===== src/rtl/spi_slave_regs_pkg.sv =====
// Shared definitions for the SPI register responder.
//   - state_t        : frame decoder states
//   - command fields : CMD_RW_BIT (1 = read), ADDR_W (register address width)
//   - MIN_OVERSAMPLE : the slowest allowed clk-to-sclk ratio
//   - addr_inc       : register address auto-increment (wraps mod 2**ADDR_W)
package spi_slave_regs_pkg;

  localparam int BYTE_W         = 8;
  localparam int BIT_CNT_W      = 3;
  localparam int ADDR_W         = 7;
  localparam int CMD_RW_BIT     = 7;
  localparam int MIN_OVERSAMPLE = 16;

  typedef enum logic [1:0] {
    IDLE  = 2'd0,
    CMD   = 2'd1,
    WDATA = 2'd2,
    RDATA = 2'd3
  } state_t;

  function automatic logic [ADDR_W-1:0] addr_inc(input logic [ADDR_W-1:0] a);
    return a + ADDR_W'(1);
  endfunction

endpackage


===== src/rtl/spi_slave_regs_if.sv =====
// Pin and register-port bundle of the SPI register responder.
//   SPI side      : spi_sclk, spi_mosi, spi_cs_n (to responder), spi_miso, spi_miso_oe (from it)
//   register side : reg_addr, reg_wdata, reg_we, reg_re (from responder), reg_rdata (to it)
//   status        : busy
// modport slave  : the responder itself.
// modport master : everything around it (the SPI master plus the local register fabric).
interface spi_slave_regs_if;
  import spi_slave_regs_pkg::*;

  logic                spi_sclk;
  logic                spi_mosi;
  logic                spi_cs_n;
  logic                spi_miso;
  logic                spi_miso_oe;
  logic [ADDR_W-1:0]   reg_addr;
  logic [BYTE_W-1:0]   reg_wdata;
  logic                reg_we;
  logic                reg_re;
  logic [BYTE_W-1:0]   reg_rdata;
  logic                busy;

  modport slave (
    input  spi_sclk, spi_mosi, spi_cs_n, reg_rdata,
    output spi_miso, spi_miso_oe, reg_addr, reg_wdata, reg_we, reg_re, busy
  );

  modport master (
    output spi_sclk, spi_mosi, spi_cs_n, reg_rdata,
    input  spi_miso, spi_miso_oe, reg_addr, reg_wdata, reg_we, reg_re, busy
  );

endinterface


===== src/rtl/spi_pin_sync.sv =====
// Brings the asynchronous SPI pins into the clk domain and produces
// single-cycle edge pulses.
//   clk, rst          : system clock, asynchronous active-low reset
//   spi_sclk/mosi/cs_n: raw pins
//   mosi_s            : synchronised mosi, aligned with the sclk edge pulses
//   sclk_rise/fall    : one-cycle pulses on synchronised sclk edges
//   cs_fall/cs_rise   : one-cycle pulses on synchronised cs_n edges
module spi_pin_sync #(
  parameter int SYNC_STAGES = 2
) (
  input  logic clk,
  input  logic rst,
  input  logic spi_sclk,
  input  logic spi_mosi,
  input  logic spi_cs_n,
  output logic mosi_s,
  output logic sclk_rise,
  output logic sclk_fall,
  output logic cs_fall,
  output logic cs_rise
);

  logic [SYNC_STAGES-1:0] sclk_sync;
  logic [SYNC_STAGES-1:0] cs_sync;
  logic [SYNC_STAGES-1:0] mosi_sync;
  logic                   sclk_prev;
  logic                   cs_prev;

  // The cs_n chain resets to 0 (selected) on purpose: if reset is released
  // while the master still holds cs_n low, no falling edge is seen and the
  // interrupted frame is ignored until cs_n goes high and low again.
  always_ff @(posedge clk or negedge rst) begin
    if (!rst) begin
      sclk_sync <= '0;
      cs_sync   <= '0;
      sclk_prev <= 1'b0;
      cs_prev   <= 1'b0;
    end else begin
      sclk_sync <= {sclk_sync[SYNC_STAGES-2:0], spi_sclk};
      cs_sync   <= {cs_sync[SYNC_STAGES-2:0], spi_cs_n};
      sclk_prev <= sclk_sync[SYNC_STAGES-1];
      cs_prev   <= cs_sync[SYNC_STAGES-1];
    end
  end

  always_ff @(posedge clk) begin
    mosi_sync <= {mosi_sync[SYNC_STAGES-2:0], spi_mosi};
  end

  assign mosi_s    = mosi_sync[SYNC_STAGES-1];
  assign sclk_rise =  sclk_sync[SYNC_STAGES-1] & ~sclk_prev;
  assign sclk_fall = ~sclk_sync[SYNC_STAGES-1] &  sclk_prev;
  assign cs_rise   =  cs_sync[SYNC_STAGES-1]   & ~cs_prev;
  assign cs_fall   = ~cs_sync[SYNC_STAGES-1]   &  cs_prev;

endmodule


===== src/rtl/spi_slave_regs.sv =====
// SPI mode-0 responder giving an external master byte access to a 128-entry
// register space. First byte of a frame is the command (bit7 = read,
// bits 6:0 = start address); following bytes are data with the address
// auto-incrementing. The SPI clock must be at most clk/16.
//   clk, rst : system clock, asynchronous active-low reset
//   bus      : spi_slave_regs_if.slave (SPI pins, register strobe port, busy)
// Parameters:
//   SYNC_STAGES : synchroniser depth on the SPI pins (>= 2)
//   CMD_FILL    : byte shifted out on MISO during the command byte
module spi_slave_regs
  import spi_slave_regs_pkg::*;
#(
  parameter int          SYNC_STAGES = 2,
  parameter logic [7:0]  CMD_FILL    = 8'h00
) (
  input  logic               clk,
  input  logic               rst,
  spi_slave_regs_if.slave    bus
);

  logic mosi_s, sclk_rise, sclk_fall, cs_fall, cs_rise;

  spi_pin_sync #(
    .SYNC_STAGES (SYNC_STAGES)
  ) u_pin_sync (
    .clk       (clk),
    .rst       (rst),
    .spi_sclk  (bus.spi_sclk),
    .spi_mosi  (bus.spi_mosi),
    .spi_cs_n  (bus.spi_cs_n),
    .mosi_s    (mosi_s),
    .sclk_rise (sclk_rise),
    .sclk_fall (sclk_fall),
    .cs_fall   (cs_fall),
    .cs_rise   (cs_rise)
  );

  state_t                 state_q, state_n;
  logic [BIT_CNT_W-1:0]   bit_cnt_q, bit_cnt_n;
  logic [BYTE_W-1:0]      rx_q;
  logic [BYTE_W-1:0]      rx_byte;
  logic [BYTE_W-1:0]      tx_q, tx_n;
  logic                   miso_q, miso_n;
  logic                   oe_q, oe_n;
  logic                   busy_q, busy_n;
  logic [ADDR_W-1:0]      addr_q, addr_n;
  logic [BYTE_W-1:0]      wdata_q, wdata_n;
  logic                   we_q, we_n;
  logic                   re_q, re_n;
  logic                   rd_cap_q, rd_cap_n;   // reg_rdata is valid this cycle
  logic                   inc_pend_q, inc_pend_n; // bump address after a write strobe

  // Byte as it will look once the current rising-edge bit is shifted in.
  assign rx_byte = {rx_q[BYTE_W-2:0], mosi_s};

  always_ff @(posedge clk) begin
    if (sclk_rise) rx_q <= rx_byte;
  end

  always_ff @(posedge clk or negedge rst) begin
    if (!rst) begin
      state_q    <= IDLE;
      bit_cnt_q  <= '0;
      tx_q       <= CMD_FILL;
      miso_q     <= CMD_FILL[BYTE_W-1];
      oe_q       <= 1'b0;
      busy_q     <= 1'b0;
      addr_q     <= '0;
      wdata_q    <= '0;
      we_q       <= 1'b0;
      re_q       <= 1'b0;
      rd_cap_q   <= 1'b0;
      inc_pend_q <= 1'b0;
    end else begin
      state_q    <= state_n;
      bit_cnt_q  <= bit_cnt_n;
      tx_q       <= tx_n;
      miso_q     <= miso_n;
      oe_q       <= oe_n;
      busy_q     <= busy_n;
      addr_q     <= addr_n;
      wdata_q    <= wdata_n;
      we_q       <= we_n;
      re_q       <= re_n;
      rd_cap_q   <= rd_cap_n;
      inc_pend_q <= inc_pend_n;
    end
  end

  always_comb begin
    state_n    = state_q;
    bit_cnt_n  = bit_cnt_q;
    tx_n       = tx_q;
    miso_n     = miso_q;
    oe_n       = oe_q;
    busy_n     = busy_q;
    addr_n     = addr_q;
    wdata_n    = wdata_q;
    we_n       = 1'b0;
    re_n       = 1'b0;
    rd_cap_n   = re_q;
    inc_pend_n = 1'b0;

    if (inc_pend_q) addr_n = addr_inc(addr_q);

    // Read data lands two clocks after the byte boundary, well before the
    // next sclk rise at the minimum oversample ratio, so MSB goes straight out.
    if (rd_cap_q && state_q == RDATA) begin
      tx_n   = bus.reg_rdata;
      miso_n = bus.reg_rdata[BYTE_W-1];
    end

    if (state_q == IDLE) begin
      if (cs_fall) begin
        state_n   = CMD;
        busy_n    = 1'b1;
        oe_n      = 1'b1;
        tx_n      = CMD_FILL;
        miso_n    = CMD_FILL[BYTE_W-1];
        bit_cnt_n = '0;
      end
    end else if (cs_rise) begin
      // Any partial byte is dropped; strobes already issued finish on their own.
      state_n   = IDLE;
      busy_n    = 1'b0;
      oe_n      = 1'b0;
      bit_cnt_n = '0;
    end else if (sclk_rise) begin
      bit_cnt_n = bit_cnt_q + 3'd1;
      if (bit_cnt_q == 3'(BYTE_W-1)) begin
        unique case (state_q)
          CMD: begin
            addr_n = rx_byte[ADDR_W-1:0];
            if (rx_byte[CMD_RW_BIT]) begin
              state_n = RDATA;
              re_n    = 1'b1;
            end else begin
              state_n = WDATA;
            end
          end
          WDATA: begin
            wdata_n    = rx_byte;
            we_n       = 1'b1;
            inc_pend_n = 1'b1;
          end
          RDATA: begin
            // Prefetch the next byte; the last one of a frame is never shifted out.
            addr_n = addr_inc(addr_q);
            re_n   = 1'b1;
          end
          default: ;
        endcase
      end
    end else if (sclk_fall && bit_cnt_q != '0) begin
      // The fall right after a byte boundary is skipped: the next byte's MSB
      // is already on MISO.
      tx_n   = {tx_q[BYTE_W-2:0], 1'b0};
      miso_n = tx_q[BYTE_W-2];
    end
  end

  assign bus.spi_miso    = miso_q;
  assign bus.spi_miso_oe = oe_q;
  assign bus.reg_addr    = addr_q;
  assign bus.reg_wdata   = wdata_q;
  assign bus.reg_we      = we_q;
  assign bus.reg_re      = re_q;
  assign bus.busy        = busy_q;

endmodule

===== src/flat_wrapper.sv =====
// flat-port wrapper written by rule: the top's interface ports become plain ports
module spi_slave_regs_flat import spi_slave_regs_pkg::*;
#(
  parameter int          SYNC_STAGES = 2,
  parameter logic [7:0]  CMD_FILL    = 8'h00
)
  (clk, rst, bus_spi_sclk, bus_spi_mosi, bus_spi_cs_n, bus_reg_rdata, bus_spi_miso, bus_spi_miso_oe, bus_reg_addr, bus_reg_wdata, bus_reg_we, bus_reg_re, bus_busy);
  spi_slave_regs_if bus_i ();
  input  logic clk;
  input  logic rst;
  input wire logic [$bits(bus_i.spi_sclk)-1:0] bus_spi_sclk;
  input wire logic [$bits(bus_i.spi_mosi)-1:0] bus_spi_mosi;
  input wire logic [$bits(bus_i.spi_cs_n)-1:0] bus_spi_cs_n;
  input wire logic [$bits(bus_i.reg_rdata)-1:0] bus_reg_rdata;
  output wire logic [$bits(bus_i.spi_miso)-1:0] bus_spi_miso;
  output wire logic [$bits(bus_i.spi_miso_oe)-1:0] bus_spi_miso_oe;
  output wire logic [$bits(bus_i.reg_addr)-1:0] bus_reg_addr;
  output wire logic [$bits(bus_i.reg_wdata)-1:0] bus_reg_wdata;
  output wire logic [$bits(bus_i.reg_we)-1:0] bus_reg_we;
  output wire logic [$bits(bus_i.reg_re)-1:0] bus_reg_re;
  output wire logic [$bits(bus_i.busy)-1:0] bus_busy;
  assign bus_i.spi_sclk = bus_spi_sclk;
  assign bus_i.spi_mosi = bus_spi_mosi;
  assign bus_i.spi_cs_n = bus_spi_cs_n;
  assign bus_i.reg_rdata = bus_reg_rdata;
  assign bus_spi_miso = bus_i.spi_miso;
  assign bus_spi_miso_oe = bus_i.spi_miso_oe;
  assign bus_reg_addr = bus_i.reg_addr;
  assign bus_reg_wdata = bus_i.reg_wdata;
  assign bus_reg_we = bus_i.reg_we;
  assign bus_reg_re = bus_i.reg_re;
  assign bus_busy = bus_i.busy;
  spi_slave_regs #(.SYNC_STAGES(SYNC_STAGES), .CMD_FILL(CMD_FILL)) u_core (.clk(clk), .rst(rst), .bus(bus_i));
endmodule

===== config.mk =====
export PLATFORM = sky130hd
export DESIGN_NAME = spi_slave_regs_flat
export DESIGN_NICKNAME = d
export VERILOG_FILES = /design/src/rtl/spi_slave_regs_pkg.sv /design/src/rtl/spi_slave_regs_if.sv /design/src/rtl/spi_pin_sync.sv /design/src/rtl/spi_slave_regs.sv /design/src/flat_wrapper.sv
export SDC_FILE = /design/constraint.sdc
export NUM_CORES = 1
export LEC_CHECK = 0
export CAP_MARGIN = 20
export CORE_ASPECT_RATIO = 0.9
export CORE_MARGIN = 3
export CORE_UTILIZATION = 40
export DETAILED_ROUTE_END_ITERATION = 8
export PLACE_DENSITY = 0.68
export SLEW_MARGIN = 20
export SYNTH_ARGS = -nofsm -noshare
export SYNTH_HDL_FRONTEND = slang
export SYNTH_HIERARCHICAL = 1
export SYNTH_SLANG_ARGS = --single-unit

===== constraint.sdc =====
create_clock -name clk -period 2.4 [get_ports clk]
set_input_delay 0.48 -clock clk [delete_from_list [all_inputs] [get_ports clk]]
set_output_delay 0.48 -clock clk [all_outputs]
set_load 0.1 [all_outputs]

## After elaboration in Yosys (flattened, before gate mapping)

Cells that the tools add are included.
Widths: inputs -> output; s select.

| word-level totals | value |
|---|---|
| register bits | 48 |
| output and inout port bits | 20 |
| logic and storage cells | 88 |

| operators by class | value |
|---|---|
| $add $sub $neg | 2 |
| equal/unequal tests | 5 |
| mux-type cells | 43 |
| bitwise operators | 10 |
| reductions and logical operators | 12 |

Operators with widths:

| cell | count |
|---|---|
| $mux 8 | 6 |
| $mux 7 | 5 |
| $mux 1 | 20 |
| $pmux 7 s2 | 1 |
| $mux 2 | 6 |
| $mux 3 | 4 |
| $reduce_bool 3->1 | 4 |
| $add 7x1->7 const B | 1 |
| $not 1->1 | 6 |
| $reduce_and 5->1 | 1 |
| $and 1x1->1 | 4 |
| $eq 2x2->1 const B | 2 |
| $reduce_and 2->1 | 2 |
| $reduce_and 4->1 | 1 |
| $add 3x1->3 const B | 1 |
| $eq 3x3->1 const B | 1 |
| $eq 2x1->1 const B | 1 |
| $logic_and 1x1->1 | 2 |
| $logic_not 2->1 | 1 |
| $ne 2x1->1 const B | 1 |
| $pmux 1 s2 | 1 |
| $reduce_bool 2->1 | 1 |

## Longest topological paths before layout

| logic depth | value |
|---|---|
| word-level depth | 7 |
| gate-level depth with buffers | 8 |
| gate-level depth less buffers | 6 |

## Cells and area by module

The synthesis kept the hierarchy.

Modules (own cells, without submodules):

| module | instances | cells each | area each (µm²) | sequential area each (µm²) |
|---|---|---|---|---|
| spi_slave_regs | 1 | 156 | 1840.5 | 1011.0 |
| spi_pin_sync | 1 | 12 | 225.2 | 190.2 |

## Least setup slack after synthesis

OpenSTA, ideal clock, no wires.

| timing path | value |
|---|---|
| path kind | flip-flop to flip-flop |
| start point | reg u_core.addr_q[0] (netlist: u_core/bus.reg_addr[0]) |
| end point | reg u_core.addr_q[6] (netlist: u_core/bus.reg_addr[6]) |
| library setup time | 0.104 ns |
| data arrival time | 2.073 ns |
| required time | 2.296 ns |
| slack | 0.223 ns |
| cell stages (with the launch flop) | 6 |
| path buffers | 0 |
| clock period less this slack | 2.177 ns |
| cells stage by stage | dfrtp_1 ha_1 and3_1 nand3_1 mux2i_1 a221oi_1 |

| between the ends | value |
|---|---|
| longest elaborated chain between the ends | 7 |

Ends and longest elaborated chain:

| what | RTL line | RTL |
|---|---|---|
| from (decl) | spi_slave_regs.sv:46 | `logic [ADDR_W-1:0] addr_q, addr_n;` |
| from (signal assigned) | spi_slave_regs.sv:81 | `addr_q <= addr_n;` |
| $add 7x1->7 (*) | spi_slave_regs_pkg.sv:22 | `return a + ADDR_W'(1);` |
| $mux 7 | spi_slave_regs.sv:104 | `if (inc_pend_q) addr_n = addr_inc(addr_q);` |
| $pmux 7 s2 | spi_slave_regs.sv:131 | `unique case (state_q)` |
| $mux 7 | spi_slave_regs.sv:130 | `if (bit_cnt_q == 3'(BYTE_W-1)) begin` |
| $mux 7 | spi_slave_regs.sv:128 | `end else if (sclk_rise) begin` |
| $mux 7 | spi_slave_regs.sv:122 | `end else if (cs_rise) begin` |
| $mux 7 (*) | spi_slave_regs.sv:113 | `if (state_q == IDLE) begin` |
| net u_core.addr_n[6] | spi_slave_regs.sv:46 |  |

The timed path passes the listed nets; every way through them passes the cells marked *.
A chain may end at the register's enable or synchronous reset.

## Worst setup path after layout

| timing path | value |
|---|---|
| start point | reg u_core.u_pin_sync.sclk_prev |
| end point | reg u_core.addr_q[3] (netlist: u_core/bus.reg_addr[3]) |

| between the ends | value |
|---|---|
| longest elaborated chain between the ends | 5 |

Ends and longest elaborated chain:

| what | RTL line | RTL |
|---|---|---|
| from (decl) | spi_pin_sync.sv:26 | `logic sclk_prev;` |
| from (signal assigned) | spi_pin_sync.sv:41 | `sclk_prev <= sclk_sync[SYNC_STAGES-1];` |
| $not 1->1 | spi_pin_sync.sv:51 | `assign sclk_rise = sclk_sync[SYNC_STAGES-1] & ~sclk_prev;` |
| $and 1x1->1 | spi_pin_sync.sv:51 |  |
| net u_core.sclk_rise | spi_slave_regs.sv:21 | `logic mosi_s, sclk_rise, sclk_fall, cs_fall, cs_rise;` |
| $mux 7 | spi_slave_regs.sv:128 |  |
| $mux 7 | spi_slave_regs.sv:122 |  |
| $mux 7 | spi_slave_regs.sv:113 |  |
| net u_core.addr_n[3] | spi_slave_regs.sv:46 |  |

The timed path passes the listed nets, and every way through them passes these cells.

==> key figures <==
Placed design
  • Place WS: 0.4094 ns
  • Placed instance count: approximately 260
  • PortBufs: 32
  • Post-place instance area: 2347 um2
  • Gpl congestion: between 0.7 and 0.8
  • Dpl hpwl: 2.562 mm

Timing
  • Final Max Tran Viols: 0
  • Tcrit/Tclk final: 82.82%
  • Final setup margin: around 0.4 ns
  • RSZ-0062 raised after global routing: false
  • Max transition margin: 43.63%
  • Worst Tran Pin Value: 0.8456 ns
  • Final setup violation count: 0
  • TNS Setup: 0 ns
  • Min cycle time layout: 1.988 ns
  • Hold Vio Cnt, Final: 0
  • Fin Clk Skew: 0.008820 ns
  • FMAX: 503.1 MHz

Clock tree
  • Hold_buf cts: 0
  • # clock sinks: 47
  • Postcts setup bufs: 0
  • Reg clk slew, reported paths: 0.09 ns
  • CTS HTree Levels: 2
  • Worst-Skew Late Latency: 0.29 ns
  • CTS resizes: 0
  • CTS Buf Count: 5
  • CTS tree: yes
  • CTS Buffer Depth: 2
  • Root Driver: clkbuf_8

Worst setup path
  • Buf+Inv Stages, Crit Path: 0
  • Crit path max fanout: 16
  • WP data arrival: 2.17 ns
  • Critical Path Max Stage Delay: around 0.42 ns
  • Slowest cell on crit path: and2b_2
  • Worst-path cell chain: and2b_2 -> and4b_1 -> mux2i_1 -> nor3_1 -> a221o_1
  • Critical path class: flip-flop to flip-flop
  • CP endpoint kind: flip-flop
  • Kind of cell adding the most delay to the critical path: simple AND/OR/NAND/NOR gates
  • Startpoint type of the worst setup path: flip-flop
  • WP data required: 2.58 ns

Global route
  • Total Routing Usage GR: 13.02%
  • Pin count of the biggest net entering global routing: 39
  • First-pass GRT wire length: 6.009 mm
  • Initial antenna violation count: 0
  • Number of global-route vias before repair: 1239
  • GR Overflow Total: 0

Synthesis
  • Synth Flop Type: dfrtp_1
  • Mapped cell area: 2066 um2
  • Mean Syn Cell Area: around 12 um2
  • Ys Warns: 6
  • Mapped Nets: 185
  • Sequential area share after synthesis: 58.15%
  • Flop and latch count out of synthesis: 47
  • EDFF count, synth: 7
  • Synth Instances: between 150 and 200
  • Ys async rst share: 80.85%
  • Unique cell type count in the Yosys netlist: 42

Power
  • Pleak: 1.180 nW
  • Power density cells: 668.3 nW/um2
  • Peak supply drop: 0.0004390 V

Hold path
  • Hold crit path type: primary input to async pin

Layout
  • Area of the multi-input gates: roughly 780 um2
  • Register Area: 1201 um2
  • Fillers: 458
  • Area grow syn2layout: 17.87%
  • Final instance area: 2435 um2
  • Final Non-Filler Cells: about 270
  • Antenna cells: 0
  • Post-layout util: 49.44%
  • # nets final: between 200 and 250
  • Layout cells sized above 1: 23.00%

Run
  • Max_cap viols: 0

Floorplanning
  • Core ar.: roughly 5000 um2
  • Chip Width: between 80 and 90 um
  • Initial Util: 41.95%
  • Chip height: about 74 um
  • I/O pin cnt: 33
  • Cell Rows: 24
  • Total die area: between 6000 and 7000 um2

Drt
  • Vias/cell: just over 5
  • First-pass iteration count of the detailed router: 4
  • Post-Route WL: 3.683 mm
  • WL/cell: 13.90 um
  • Vias: 1340
  • DRC Markers: 0
  • Iteration-0 DRC Markers: 99
  • Detail Route Antenna Nets: 0

Run status
  • Status: finished clean
==> layer usage <==
layer	track usage, %	up-vias	wire length, um
met3	3.753	4	132
met5	0	-	0
met2	18.57	26	1640
li1	-	674	-
met1	19.25	636	1870
met4	3.875	0	39
==> logic make-up (layout without fill, tap and decap cells) <==
family / after synthesis / after routing / synth area share (%)
DFF: 47 / 47 / 58.15
and+or+nand+nor: 50 / 50 / 13.02
adders and majority gates: 4 / 4 / 2.423
xor gates and xnor gates: 3 / 3 / 1.272
buffers and inverters: 12 / 44 / 3.876
AOI/OAI and AO/OA: 32 / 32 / 11.02
muxes: 20 / 20 / 10.24
==> where the power goes <==
part | switching (W) | internal, W | leakage, nW
Sequential | 0.0000444 | 0.000861 | 0.591
Combinational | 0.000169 | 0.0000888 | 0.540
Clock | 0.000259 | 0.000205 | 0.0483
==> area by class of cell <==
| cell class | count | area share [%] |
|---|---|---|
| Clock buffer | 5 | 2.826 |
| Multi-Input combinational cell | 109 | 32.22 |
| Sequential cell | 47 | 49.33 |
| Timing Repair Buffer | 32 | 10.89 |
| Clock inverter | 3 | 0.7708 |
| Tap cell | 65 | 3.340 |
| Inverter | 4 | 0.6166 |
==> cells in the mapped netlist, types with 2 or more instances <==
| library cell | number | share of area, % |
|---|---|---|
| a21oi_1 | 6 | 1.5 |
| dfrtp_1 | 38 | 46 |
| nand3_1 | 8 | 1.9 |
| nor2_1 | 16 | 2.9 |
| inv_1 | 4 | 0.73 |
| and3_1 | 2 | 0.61 |
| buf_4 | 4 | 1.5 |
| dfxtp_1 | 2 | 1.9 |
| mux2_2 | 9 | 4.9 |
| nand4b_1 | 2 | 0.85 |
| mux2i_1 | 11 | 5.3 |
| o21ai_0 | 5 | 1.2 |
| a211oi_1 | 7 | 2.5 |
| a21o_1 | 2 | 0.73 |
| edfxtp_1 | 7 | 10 |
| nor3_1 | 2 | 0.48 |
| and2b_2 | 4 | 1.7 |
| a31oi_1 | 2 | 0.61 |
| o22ai_1 | 3 | 0.91 |
| nand2b_1 | 2 | 0.61 |
| xnor2_1 | 2 | 0.85 |
| nand2_1 | 7 | 1.3 |
| ha_1 | 4 | 2.4 |
==> registers in the layout (all words and copies together) (netlist names) <==
signal and cells:
u_core/bus.reg_wdata 8, u_core/bus.reg_addr 7, u_core/rx_q 7, u_core/tx_q 7, u_core/bit_cnt_q 3, u_core/state_q 2
u_core/u_pin_sync/cs_sync 2, u_core/u_pin_sync/mosi_sync 2, u_core/u_pin_sync/sclk_sync 2, u_core/bus.busy 1, u_core/bus.reg_re 1, u_core/bus.spi_miso 1
u_core/inc_pend_q 1, u_core/rd_cap_q 1, u_core/u_pin_sync/cs_prev 1, u_core/u_pin_sync/sclk_prev 1
==> metrics by stage <==
stage	hold slack [ns]	total power, W
2_1_floorplan	0.1844	0.001116
3_3_place_gp	0.3100	0.001177
3_5_place_dp	0.3121	0.001184
4_1_cts	0.3216	0.001656
5_1_grt	0.3411	0.001719
6_report	0.2882	0.001627
==> cell usage in the layout (no fill, tap or decap), types with 2 or more instances in the layout <==
cell             netlist  final
o21ai_0                5      5
o22ai_1                3      3
a31oi_1                2      2
nand2b_1               2      2
clkinv_2               0      2
ha_1                   4      4
edfxtp_1               7      7
a21o_1                 2      2
and3_1                 2      2
a211oi_1               7      7
clkdlybuf4s50_1        0     11
and2b_2                4      4
nand4b_1               2      2
mux2_2                 9      9
nor3_1                 2      2
a21oi_1                6      6
nand2_1                7      7
inv_1                  4      4
xnor2_1                2      2
nor2_1                16     16
dfrtp_1               38     38
clkbuf_8               0      5
dfxtp_1                2      2
mux2i_1               11     11
buf_4                  4     20
nand3_1                8      8
==> path summary, 6_finish.rpt <==
check	startpoint	to	slack, ns	cells past startpoint
worst max register to register	u_core/u_pin_sync/sclk_prev	u_core/bus.reg_addr[3]	0.41	5
worst max-delay path	u_core/u_pin_sync/sclk_prev	u_core/bus.reg_addr[3]	0.41	5
worst min-delay path	rst	u_core/tx_q[3]	0.29	1
max in group asynchronous	rst	u_core/bus.reg_addr[6]	1.58	1
worst min register to register	u_core/u_pin_sync/mosi_sync[0]	u_core/u_pin_sync/mosi_sync[1]	0.33	0
min in group clk	u_core/u_pin_sync/mosi_sync[0]	u_core/u_pin_sync/mosi_sync[1]	0.33	0
Power figures use the tool's default switching activity.
